$ cat src/rtl/byteblast_pkg.sv
// byteblast_pkg: shared definitions for the ByteBlast8 core.
//   - ADDR_W / DATA_W : RAM address width and data/accumulator width
//   - OP_LD / OP_ADD / OP_STR : instruction opcodes (every other code is a NOP)
//   - exec_state_t : execute-stage FSM states
package byteblast_pkg;

  localparam int ADDR_W = 5;
  localparam int DATA_W = 8;

  localparam logic [2:0] OP_LD  = 3'b001;
  localparam logic [2:0] OP_ADD = 3'b010;
  localparam logic [2:0] OP_STR = 3'b100;

  typedef enum logic [2:0] {
    ST_IDLE,
    ST_READ,
    ST_CAPTURE,
    ST_WRITE,
    ST_DONE
  } exec_state_t;

endpackage

$ cat src/rtl/exec_unit_alu8.sv
// alu8: combinational adder with carry out and zero detect.
//   a_i, b_i  : operands
//   sum_o     : (a_i + b_i) modulo 2**WIDTH
//   carry_o   : carry out of the addition
//   zero_o    : sum_o == 0
// Kept as its own block so later SUB/AND operations can extend it.
module alu8
  import byteblast_pkg::*;
#(
  parameter int WIDTH = DATA_W
) (
  input  logic [WIDTH-1:0] a_i,
  input  logic [WIDTH-1:0] b_i,
  output logic [WIDTH-1:0] sum_o,
  output logic             carry_o,
  output logic             zero_o
);

  logic [WIDTH:0] full_sum;

  // Widen both operands by one bit so the carry lands in the MSB.
  assign full_sum = {1'b0, a_i} + {1'b0, b_i};
  assign sum_o    = full_sum[WIDTH-1:0];
  assign carry_o  = full_sum[WIDTH];
  assign zero_o   = (full_sum[WIDTH-1:0] == '0);

endmodule

$ cat src/rtl/exec_unit.sv
// exec_unit: execute stage of the ByteBlast8 core and write side of the
// shared RAM port.
//   clk, reset        : clock; synchronous active-high reset
//   start             : one-cycle request, samples opcode/operand in IDLE
//   opcode, operand   : decoded instruction
//   ram_data          : RAM read data, valid one cycle after the address
//   o_address         : read/write address (last latched operand)
//   w_enable, w_data  : RAM write port (w_data is always acc)
//   acc, carry, zero  : accumulator and flags
//   busy, done        : not-IDLE indicator; one-cycle completion pulse
module exec_unit
  import byteblast_pkg::*;
#(
  parameter int ADDRESS_BITS = ADDR_W,
  parameter int DATA_BITS    = DATA_W
) (
  input  logic                    clk,
  input  logic                    reset,
  input  logic                    start,
  input  logic [2:0]              opcode,
  input  logic [ADDRESS_BITS-1:0] operand,
  input  logic [DATA_BITS-1:0]    ram_data,
  output logic [ADDRESS_BITS-1:0] o_address,
  output logic                    w_enable,
  output logic [DATA_BITS-1:0]    w_data,
  output logic [DATA_BITS-1:0]    acc,
  output logic                    carry,
  output logic                    zero,
  output logic                    busy,
  output logic                    done
);

  exec_state_t             state_q, state_d;
  logic [2:0]              opcode_q;
  logic [ADDRESS_BITS-1:0] address_q;
  logic [DATA_BITS-1:0]    acc_q, acc_d;
  logic                    carry_q, carry_d;
  logic                    zero_q, zero_d;

  logic                    accept;
  logic [DATA_BITS-1:0]    alu_a;
  logic [DATA_BITS-1:0]    alu_sum;
  logic                    alu_carry;
  logic                    alu_zero;

  // A request is only taken in IDLE; start while busy or in DONE is dropped.
  assign accept = (state_q == ST_IDLE) && start;

  // LD is computed as 0 + ram_data so the same adder supplies the zero flag.
  assign alu_a = (opcode_q == OP_ADD) ? acc_q : '0;

  alu8 #(
    .WIDTH (DATA_BITS)
  ) u_alu (
    .a_i     (alu_a),
    .b_i     (ram_data),
    .sum_o   (alu_sum),
    .carry_o (alu_carry),
    .zero_o  (alu_zero)
  );

  // Next-state and datapath update.
  // NOTE: every variable gets a default before the case so no latch is inferred.
  always_comb begin
    state_d = state_q;
    acc_d   = acc_q;
    carry_d = carry_q;
    zero_d  = zero_q;
    unique case (state_q)
      ST_IDLE: begin
        if (start) begin
          if (opcode == OP_LD || opcode == OP_ADD) begin
            state_d = ST_READ;
          end else if (opcode == OP_STR) begin
            state_d = ST_WRITE;
          end else begin
            state_d = ST_DONE;
          end
        end
      end
      ST_READ:    state_d = ST_CAPTURE;
      ST_CAPTURE: begin
        acc_d  = alu_sum;
        zero_d = alu_zero;
        // LD leaves carry alone; only ADD produces a new carry.
        if (opcode_q == OP_ADD) begin
          carry_d = alu_carry;
        end
        state_d = ST_DONE;
      end
      ST_WRITE:   state_d = ST_DONE;
      ST_DONE:    state_d = ST_IDLE;
      default:    state_d = ST_IDLE;
    endcase
  end

  // NOTE: sequential state uses non-blocking assignments so every register
  // samples pre-edge values regardless of statement order.
  always_ff @(posedge clk) begin
    if (reset) begin
      state_q   <= ST_IDLE;
      opcode_q  <= '0;
      address_q <= '0;
      acc_q     <= '0;
      carry_q   <= 1'b0;
      zero_q    <= 1'b0;
    end else begin
      state_q <= state_d;
      acc_q   <= acc_d;
      carry_q <= carry_d;
      zero_q  <= zero_d;
      if (accept) begin
        opcode_q  <= opcode;
        address_q <= operand;
      end
    end
  end

  // Moore decodes: no combinational path from inputs to these outputs.
  assign w_enable  = (state_q == ST_WRITE);
  assign done      = (state_q == ST_DONE);
  assign busy      = (state_q != ST_IDLE);
  assign o_address = address_q;
  assign w_data    = acc_q;
  assign acc       = acc_q;
  assign carry     = carry_q;
  assign zero      = zero_q;

endmodule

$ cat config.mk
export PLATFORM = sky130hd
export DESIGN_NAME = exec_unit
export DESIGN_NICKNAME = d
export VERILOG_FILES = /design/src/rtl/byteblast_pkg.sv /design/src/rtl/exec_unit_alu8.sv /design/src/rtl/exec_unit.sv
export SDC_FILE = /design/constraint.sdc
export NUM_CORES = 1
export LEC_CHECK = 0
export CORE_ASPECT_RATIO = 0.6
export CORE_UTILIZATION = 44
export DETAILED_ROUTE_END_ITERATION = 6
export GPL_ROUTABILITY_DRIVEN = 0
export GPL_TIMING_DRIVEN = 0
export PLACE_DENSITY_LB_ADDON = 0.3
export SETUP_SLACK_MARGIN = 0.05
export SYNTH_ARGS = -nofsm -noshare
export SYNTH_HDL_FRONTEND = slang
export SYNTH_SLANG_ARGS = --single-unit
$ cat constraint.sdc
create_clock -name clk -period 3 [get_ports clk]
set_input_delay 0.6 -clock clk [delete_from_list [all_inputs] [get_ports clk]]
set_output_delay 0.6 -clock clk [all_outputs]
set_load 0.1 [all_outputs]
==> Word level (Yosys, flattened, before mapping) <==
Cells that the tools add are included.
{ "totals": {"reg_bits": 21, "input_bits": 19, "elab_cells": 28} }
{ "classes": {"add_sub_neg": 1, "eq_ne": 9, "n_mux": 5, "n_reduce_logical": 7} }
{ "op_table": {"columns": ["operator", "count"], "rows": [
  ["3-bit by 2-bit == test with 1-bit output, second input constant", 4],
  ["8-bit by 8-bit adder with 9-bit output", 1],
  ["3-bit two-way mux", 3],
  ["3-bit one-hot mux with 3 select lines", 1],
  ["8-bit logical NOT", 1],
  ["8-bit two-way mux", 1],
  ["3-bit by 1-bit == test with 1-bit output, second input constant", 2],
  ["3-bit == test, second input constant", 2],
  ["3-bit logical NOT", 1],
  ["3-bit nonzero test", 1],
  ["2-bit != test, second input constant", 1],
  ["2-bit AND reduction", 1],
  ["2-bit OR reduction", 1],
  ["1-bit logical AND", 1],
  ["1-bit logical OR", 1]
]} }

==> Longest topological paths before layout <==
Gate-level depths: netlist (run 1).
{ "logic_depth": {"ltp_word": 5, "mapped_depth": 10} }

==> By module <==
A second synthesis (run 1) with hierarchy kept.
{ "unflattened": {"hier_cells": 147, "area_unflattened_um2": 1298.7} }
{ "modules_own_cells": {"columns": ["module", "instances", "cells_per_inst", "area_per_inst_um2", "seq_area_each_um2"], "rows": [
  ["exec_unit", 1, 106, 969.7, 420.4],
  ["alu8", 1, 41, 329.1, 0.0]
]} }

==> Worst setup path after synthesis (run 1) <==
Ideal clock, no wire load.
{ "synth_timing": {"path_kind": "register -> output", "startpoint": "register state_q[0]", "endpoint": "output port w_enable", "arrival_time_ns": 2.651, "required_ns": 2.400, "slack_ns": -0.251, "path_stages_with_launch": 3, "n_path_buf": 0, "cell_sequence": "dfxtp_1 -> inv_1 -> nor3b_1"} }
{ "synth_via": {"elab_chain_len": 1} }
{ "synth_rtl": {"columns": ["element", "line_no", "source"], "rows": [
  ["start: declaration", "exec_unit.sv:33", "exec_state_t state_q, state_d;"],
  ["start signal: assignment", "exec_unit.sv:108", "state_q <= state_d;"],
  ["3-bit by 2-bit == test with 1-bit output", "exec_unit.sv:120", "assign w_enable = (state_q == ST_WRITE);"],
  ["end: declaration", "exec_unit.sv:24", "output logic w_enable,"]
]} }
Every way passes these cells.

==> Worst setup path in the final report (run 1) <==
{ "layout_timing": {"startpoint": "register opcode_q[0]", "endpoint": "register zero_q (netlist: zero)"} }
{ "layout_via": {"elab_chain_len": 4} }
{ "layout_rtl": {"columns": ["element", "line_no", "source"], "rows": [
  ["start: declaration", "exec_unit.sv:34", "logic [2:0] opcode_q;"],
  ["start signal: assignment", "exec_unit.sv:113", "opcode_q <= opcode;"],
  ["3-bit by 2-bit == test with 1-bit output", "exec_unit.sv:50", "assign alu_a = (opcode_q == OP_ADD) ? acc_q : '0;"],
  ["8-bit two-way mux", "exec_unit.sv:50", null],
  ["8-bit by 8-bit adder with 9-bit output", "exec_unit_alu8.sv:22", "assign full_sum = {1'b0, a_i} + {1'b0, b_i};"],
  ["8-bit logical NOT", "exec_unit_alu8.sv:25", "assign zero_o = (full_sum[WIDTH-1:0] == '0);"],
  ["end signal: assignment", "exec_unit.sv:111", "zero_q <= zero_d;"],
  ["end: declaration", "exec_unit.sv:38", "logic zero_q, zero_d;"]
]} }
Every way passes these cells.
A chain may end at the register's enable or synchronous reset.

==> results of run 1 <==
## cell type report
cell class              instances  area share
flip-flops and latches         21       0.232
multi-input cells             110       0.420
plain buffers                  12      0.0441
inverters                       7      0.0145
clock buffers                   4      0.0248
repair buffers                 44       0.243
well taps                      32      0.0221
## logic make-up (layout without fill, tap and decap cells)
kind of cell | Yosys count | count (layout) | synth area share
AO/OA/AOI/OAI | 35 | 35 | 0.195
XOR/XNOR | 4 | 4 | 0.0274
adder cells (fa/ha/maj) | 9 | 9 | 0.0939
buffers and inverters | 19 | 67 | 0.0832
flip-flops | 21 | 21 | 0.329
multiplexers | 5 | 5 | 0.0391
AND/OR/NAND/NOR | 57 | 57 | 0.233
## final timing paths
path	start	endpoint	slack, ns	cells past startpoint
worst max register to register	opcode_q[0]$_SDFFE_PP0P_	zero$_SDFFE_PP0N_	0.26	10
worst max-delay path	opcode_q[0]$_SDFFE_PP0P_	zero$_SDFFE_PP0N_	0.26	10
worst min-delay path	o_address[3]$_SDFFE_PP0P_	o_address[3]$_SDFFE_PP0P_	0.46	2
worst min register to register	o_address[3]$_SDFFE_PP0P_	o_address[3]$_SDFFE_PP0P_	0.46	2
## flip-flops by register name, summed over array words and instances, names as in the netlist
register   flops
acc            8
state_q        3
o_address      5
zero           1
opcode_q       3
carry          1
## cells in the final DEF, fill, tap and decap left out, types with 2 or more instances in the layout
cell                              synthesis  layout
sky130_fd_sc_hd__a211oi_1                 2       2
sky130_fd_sc_hd__a21oi_1                 14      14
sky130_fd_sc_hd__a31oi_1                  3       3
sky130_fd_sc_hd__and2_1                   8       8
sky130_fd_sc_hd__buf_4                    9       9
sky130_fd_sc_hd__clkbuf_1                 2       3
sky130_fd_sc_hd__clkbuf_8                 0       3
sky130_fd_sc_hd__clkdlybuf4s50_1          0      44
sky130_fd_sc_hd__dfxtp_1                 21      21
sky130_fd_sc_hd__ha_1                     8       8
sky130_fd_sc_hd__inv_1                    7       7
sky130_fd_sc_hd__mux2i_1                  5       5
sky130_fd_sc_hd__nand2_1                 21      21
sky130_fd_sc_hd__nand4b_1                 2       2
sky130_fd_sc_hd__nor2_1                  12      12
sky130_fd_sc_hd__nor3_1                   3       3
sky130_fd_sc_hd__nor3b_2                  2       4
sky130_fd_sc_hd__nor4_1                   2       2
sky130_fd_sc_hd__o21ai_0                  4       4
sky130_fd_sc_hd__xnor2_1                  2       2
sky130_fd_sc_hd__xor2_1                   2       2
## worst reg2reg max path: cells and delay by family, from the launching register on
family / cells / cell delay [ns]
adder cells (fa/ha/maj): 2 / 0.63
flip-flops: 1 / 0.32
AO/OA/AOI/OAI: 3 / 0.42
AND/OR/NAND/NOR: 4 / 1.24
buffers and inverters: 1 / 0.07
## synth_stat cells (all sizes together) (2+ instances only)
| library cell | instances |
|---|---|
| buf | 10 |
| o21ai | 5 |
| inv | 7 |
| a211oi | 3 |
| a31oi | 3 |
| nor4 | 2 |
| o31a | 2 |
| mux2i | 5 |
| nand4b | 2 |
| xnor2 | 2 |
| nor3b | 5 |
| xor2 | 2 |
| clkbuf | 2 |
| a21oi | 14 |
| nand2 | 21 |
| and2 | 8 |
| nor3 | 3 |
| dfxtp | 21 |
| nor2 | 12 |
| ha | 8 |
## where the power goes
part	switching (uW)	total (uW)	internal [uW]
clock	91.5	186	94.6
sequential	11.4	304	292
combinational	166	244	77.5
## metal layers
layer  vias up  track usage
li1        613            -
met1       547        0.284
met2        33        0.368
met3         0       0.0581
met4         0       0.0235
met5         -            0
## per-stage QoR
| stage | std cells | cell area, sq um | setup slack, ns |
|---|---|---|---|
| floorplan | 150 | 1290 | 0.361 |
| global placement | 226 | 1770 | 0.364 |
| detailed placement | 226 | 1770 | 0.291 |
| CTS | 230 | 1810 | 0.288 |
| global route | 230 | 1810 | 0.142 |
| finish | 230 | 1810 | 0.261 |
==> results.toml, run 1 <==
[status]
run_status = "complete, no violations"

[die]
dieWidth_um = 71.6
die-area_sq_mm = 0.00313
design.portCount = 45
core_area_sq_mm = 0.00263
fp-row-count = 14
initial_core_util = 0.487
fp.dieH_um = 43.8

[sta]
timing.max_slew.rel_slack = 0.338
timing.final.setup_violations = 0
rsz0062_at_grt = "false"
maxSlewViolCount = 0
period_needed_ns = 2.74
timing_hold_violations_final = 0
whs_ns = 0.459
worstMarginPinSlew_ns = 0.990
skew_ns = 0.00218
max_clock_freq_mhz = 365
final.period_utilization = 0.913
setup_total_negative_slack_ns = 0

[global_routing]
number_of_global_route_vias_before_repair = 1091
grt_util_all_layers = 0.214
antenna_found_initial = 0
globalRoute.totalOverflow = 0
grt_pass1_wl_um = 5130
maximum_number_of_pins_on_one_net_before_global_route_repair = 12

[synthesis]
yosys.cell_types.count = 38
synth-seq-area-share = 0.329
async_flop_share = 0
synth-edff-count = 0
ys_warn_count = 0
synth_area_sq_mm = 0.00128
syn_inst = 150
synth_area_leader_cell = "sky130_fd_sc_hd__dfxtp_1"
synth_fp_nets = 178
post-synth-top-area-fraction = 0.329
post_synth.cell_area_avg_sq_um = 8.52
synthesis_stage_register_bit_count = 21
ys.flop_type = "sky130_fd_sc_hd__dfxtp_1"
synth_top_cells_by_area = "sky130_fd_sc_hd__dfxtp_1, sky130_fd_sc_hd__ha_1, sky130_fd_sc_hd__nand2_1, sky130_fd_sc_hd__a21oi_1, sky130_fd_sc_hd__buf_4"

[clocking]
clock_path_buffers = 2
post_cts_gate_resize_count = 0
cts_tree = "built"
cts_sinks = 21
cts.reportedPaths.clkPinSlew_ns = 0.08
cts_root_buffer = "sky130_fd_sc_hd__clkbuf_8"
post_cts_setup_driven_buffer_insertion_count = 0
cts.hold.buffers_added = 0
cts-htree-levels = 1
numCtsBuffers = 3
clock_insertion_delay_worst_skew_ns = 0.26

[route]
top_layer_used = "met3"
detail_route.wl_per_cell_um = 13.5
route.met2.wl_um = 1420
detailroute.wirelength.met3_um = 160
wl_met1_um = 1520
detail_route.drc_violations = 0
final_wirelength_um = 3100
drt_pre_antenna_iters = 4
viasPerCell = 5.19
final_antenna_net_count = 0
vias = 1193
initialDrtViolationCount = 47

[worst_setup_path]
cp-end-kind = "flip-flop"
type_of_the_worst_setup_path = "reg -> reg"
crit_path_top_delay_cell = "sky130_fd_sc_hd__nor3b_2"
worstPathBufferInverterCount = 1
critPathMaxStageDelay_ns = 0.55
worstPathRequired_ns = 3.21
timing.critical_path.max_delay_family = "simple AND/OR/NAND/NOR gates"
startpoint_type = "flip-flop"
path_max_fanout = 10
worst_ep_arrival_time_ns = 2.95
cp_cell_sequence = "nor3b_2, and2_1, ha_1, inv_1, fa_1, nor2b_4, o31a_4, a21oi_1, nor4_1, a31o_1"

[power]
cellLeakagePower_uw = 0.000722
powerDensity_mw_per_mm2 = 404
vdd.ir_drop.worst_mv = 0.230
totalPowerFinal_uw = 734

[cells_and_area]
drive_above_1_share = 0.111
antenna_cells_inserted = 0
num-nets-final = 227
final.fill_count = 216
ff_latch_area_sq_um = 420
multi_input_area_sq_um = 762
synthToLayoutAreaGrowth_pct = 41.9
fin_util = 0.690

[placement]
io_buffer_count = 44
place_hpwl_um = 2420

[flow_run]
timing.max_cap.violations = 0

[hold_path]
timing.hold.worst.class = "reg -> reg"
Note: power is estimated with default switching activity, not from simulation.
==> run 2: changes to the inputs <==
--- a/config.mk
+++ b/config.mk
@@ -6,7 +6,7 @@
 export NUM_CORES = 1
 export LEC_CHECK = 0
 export CORE_ASPECT_RATIO = 0.6
-export CORE_UTILIZATION = 44
+export CORE_UTILIZATION = 40
 export DETAILED_ROUTE_END_ITERATION = 6
 export GPL_ROUTABILITY_DRIVEN = 0
 export GPL_TIMING_DRIVEN = 0
==> run 2 against run 1 <==
Net effect: via count is 1.7% higher; power is 0.33% higher; first-iteration DRC count is 8.5% lower; critical path type unchanged.
==> results.toml, run 2 (synthesis gave the netlist of run 1 again) <==
[status]
run_status = "complete, no violations"

[route]
viasPerCell = 5.05
drt_pre_antenna_iters = 4
detail_route.wl_per_cell_um = 13.2
initialDrtViolationCount = 43
detail_route.drc_violations = 0
final_antenna_net_count = 0
final_wirelength_um = 3160
vias = 1213

[clocking]
clock_insertion_delay_worst_skew_ns = 0.26
cts.hold.buffers_added = 0
cts-htree-levels = 1
post_cts_setup_driven_buffer_insertion_count = 0
numCtsBuffers = 3
cts_root_buffer = "sky130_fd_sc_hd__clkbuf_8"
post_cts_gate_resize_count = 0
cts.reportedPaths.clkPinSlew_ns = 0.08
cts_tree = "built"
cts_sinks = 21
clock_path_buffers = 2

[global_routing]
number_of_global_route_vias_before_repair = 1097
maximum_number_of_pins_on_one_net_before_global_route_repair = 12
grt_util_all_layers = 0.195
antenna_found_initial = 0
grt_pass1_wl_um = 4860
globalRoute.totalOverflow = 0

[cells_and_area]
drive_above_1_share = 0.111
synthToLayoutAreaGrowth_pct = 42.9
antenna_cells_inserted = 0
num-nets-final = 227
commonest_cells_after_routing_fill_and_taps_aside = "sky130_fd_sc_hd__clkdlybuf4s50_1, sky130_fd_sc_hd__nand2_1, sky130_fd_sc_hd__dfxtp_1"
leading_cell_type_in_the_layout_fill_and_taps_excluded = "sky130_fd_sc_hd__clkdlybuf4s50_1"
largest_register_ff_count = 8
final_cells = 240

[worst_setup_path]
regToRegSetupSlack_ns = 0.27
cp_cell_sequence = "nor3b_2, and2_1, ha_1, inv_1, fa_1, nor2b_4, o31a_4, a21oi_1, nor4_1, a31o_1"
worst_r2r_startpoint = "opcode_q[0]$_SDFFE_PP0P_"
critPathMaxStageDelay_ns = 0.56
worst_setup_path_startpoint = "opcode_q[0]$_SDFFE_PP0P_"
startpoint_type = "flip-flop"
worst_ep_arrival_time_ns = 2.94
cp-end-kind = "flip-flop"
type_of_the_worst_setup_path = "reg -> reg"
crit_path_top_delay_cell = "sky130_fd_sc_hd__nor3b_2"
worstPathRequired_ns = 3.21
path_max_fanout = 10

[sta]
timing.final.setup_violations = 0
maxSlewViolCount = 0
max_clock_freq_mhz = 367
skew_ns = 0.00135
rsz0062_at_grt = "false"
timing_hold_violations_final = 0
timing.max_slew.rel_slack = 0.345
setup_total_negative_slack_ns = 0
final.period_utilization = 0.909
period_needed_ns = 2.73
worstMarginPinSlew_ns = 0.979

[die]
initial_core_util = 0.434
design.portCount = 45
core_area_sq_mm = 0.00295
die-area_sq_mm = 0.00343
fp.dieH_um = 45.8
fp-row-count = 15
dieWidth_um = 75.0

[placement]
place_hpwl_um = 2480
io_buffer_count = 44
dpl.cell_count = 236

[power]
cellLeakagePower_uw = 0.000722
powerDensity_mw_per_mm2 = 403
vdd.ir_drop.worst_mv = 0.198

[flow_run]
timing.max_cap.violations = 0

[hold_path]
worst_hold_startpoint = "opcode_q[1]$_SDFFE_PP0P_"
timing.hold.worst.class = "reg -> reg"
-- run 2: path summary, 6_finish.rpt --
kind,end,cells after the start
worst max register to register,zero$_SDFFE_PP0N_,10
worst min register to register,opcode_q[1]$_SDFFE_PP0P_,2
worst max-delay path,zero$_SDFFE_PP0N_,10
worst min-delay path,opcode_q[1]$_SDFFE_PP0P_,2
-- run 2: where the power goes --
part	total (uW)	internal (uW)	switching, uW
clock	190	94.8	94.8
sequential	304	292	11.4
combinational	243	77.5	165
total	736	465	271
-- run 2: critical path: cells and delay by family, from the launching register on --
family / cells / cell delay (ns)
AO/OA/AOI/OAI: 3 / 0.41
flip-flops: 1 / 0.33
adder cells (fa/ha/maj): 2 / 0.64
AND/OR/NAND/NOR: 4 / 1.23
buffers and inverters: 1 / 0.07
-- run 2: per-stage QoR --
stage	setup slack (ns)	total power, uW	utilization	hold slack, ns	area (sq um)
6_report	0.274	736	0.620	0.461	1830
5_1_grt	0.0614	763	0.620	0.486	1830
4_1_cts	0.289	742	0.620	0.460	1830
3_5_place_dp	0.319	553	0.605	0.445	1780
3_3_place_gp	0.366	547	0.605	0.438	1780
2_1_floorplan	0.361	481	-	0.431	1290
-- run 2: area by class of cell --
cell class	instances	area (sq um)
buffer	12	80.1
clock buffer	4	45.0
fill	267	1120
inverter	7	26.3
multi-input combinational	110	762
sequential	21	420
tap	42	52.6
timing repair buffer	44	440
-- run 2: routing by layer --
| metal | wire length, um | up-vias | share of wire | GRT usage |
|---|---|---|---|---|
| met5 | 0 | - | 0 | 0 |
| met4 | 48 | 0 | 0.015 | 0.0755 |
| met3 | 158 | 9 | 0.050 | 0.0531 |
| met2 | 1530 | 37 | 0.48 | 0.344 |
| met1 | 1420 | 553 | 0.45 | 0.228 |
| li1 | - | 614 | - | - |
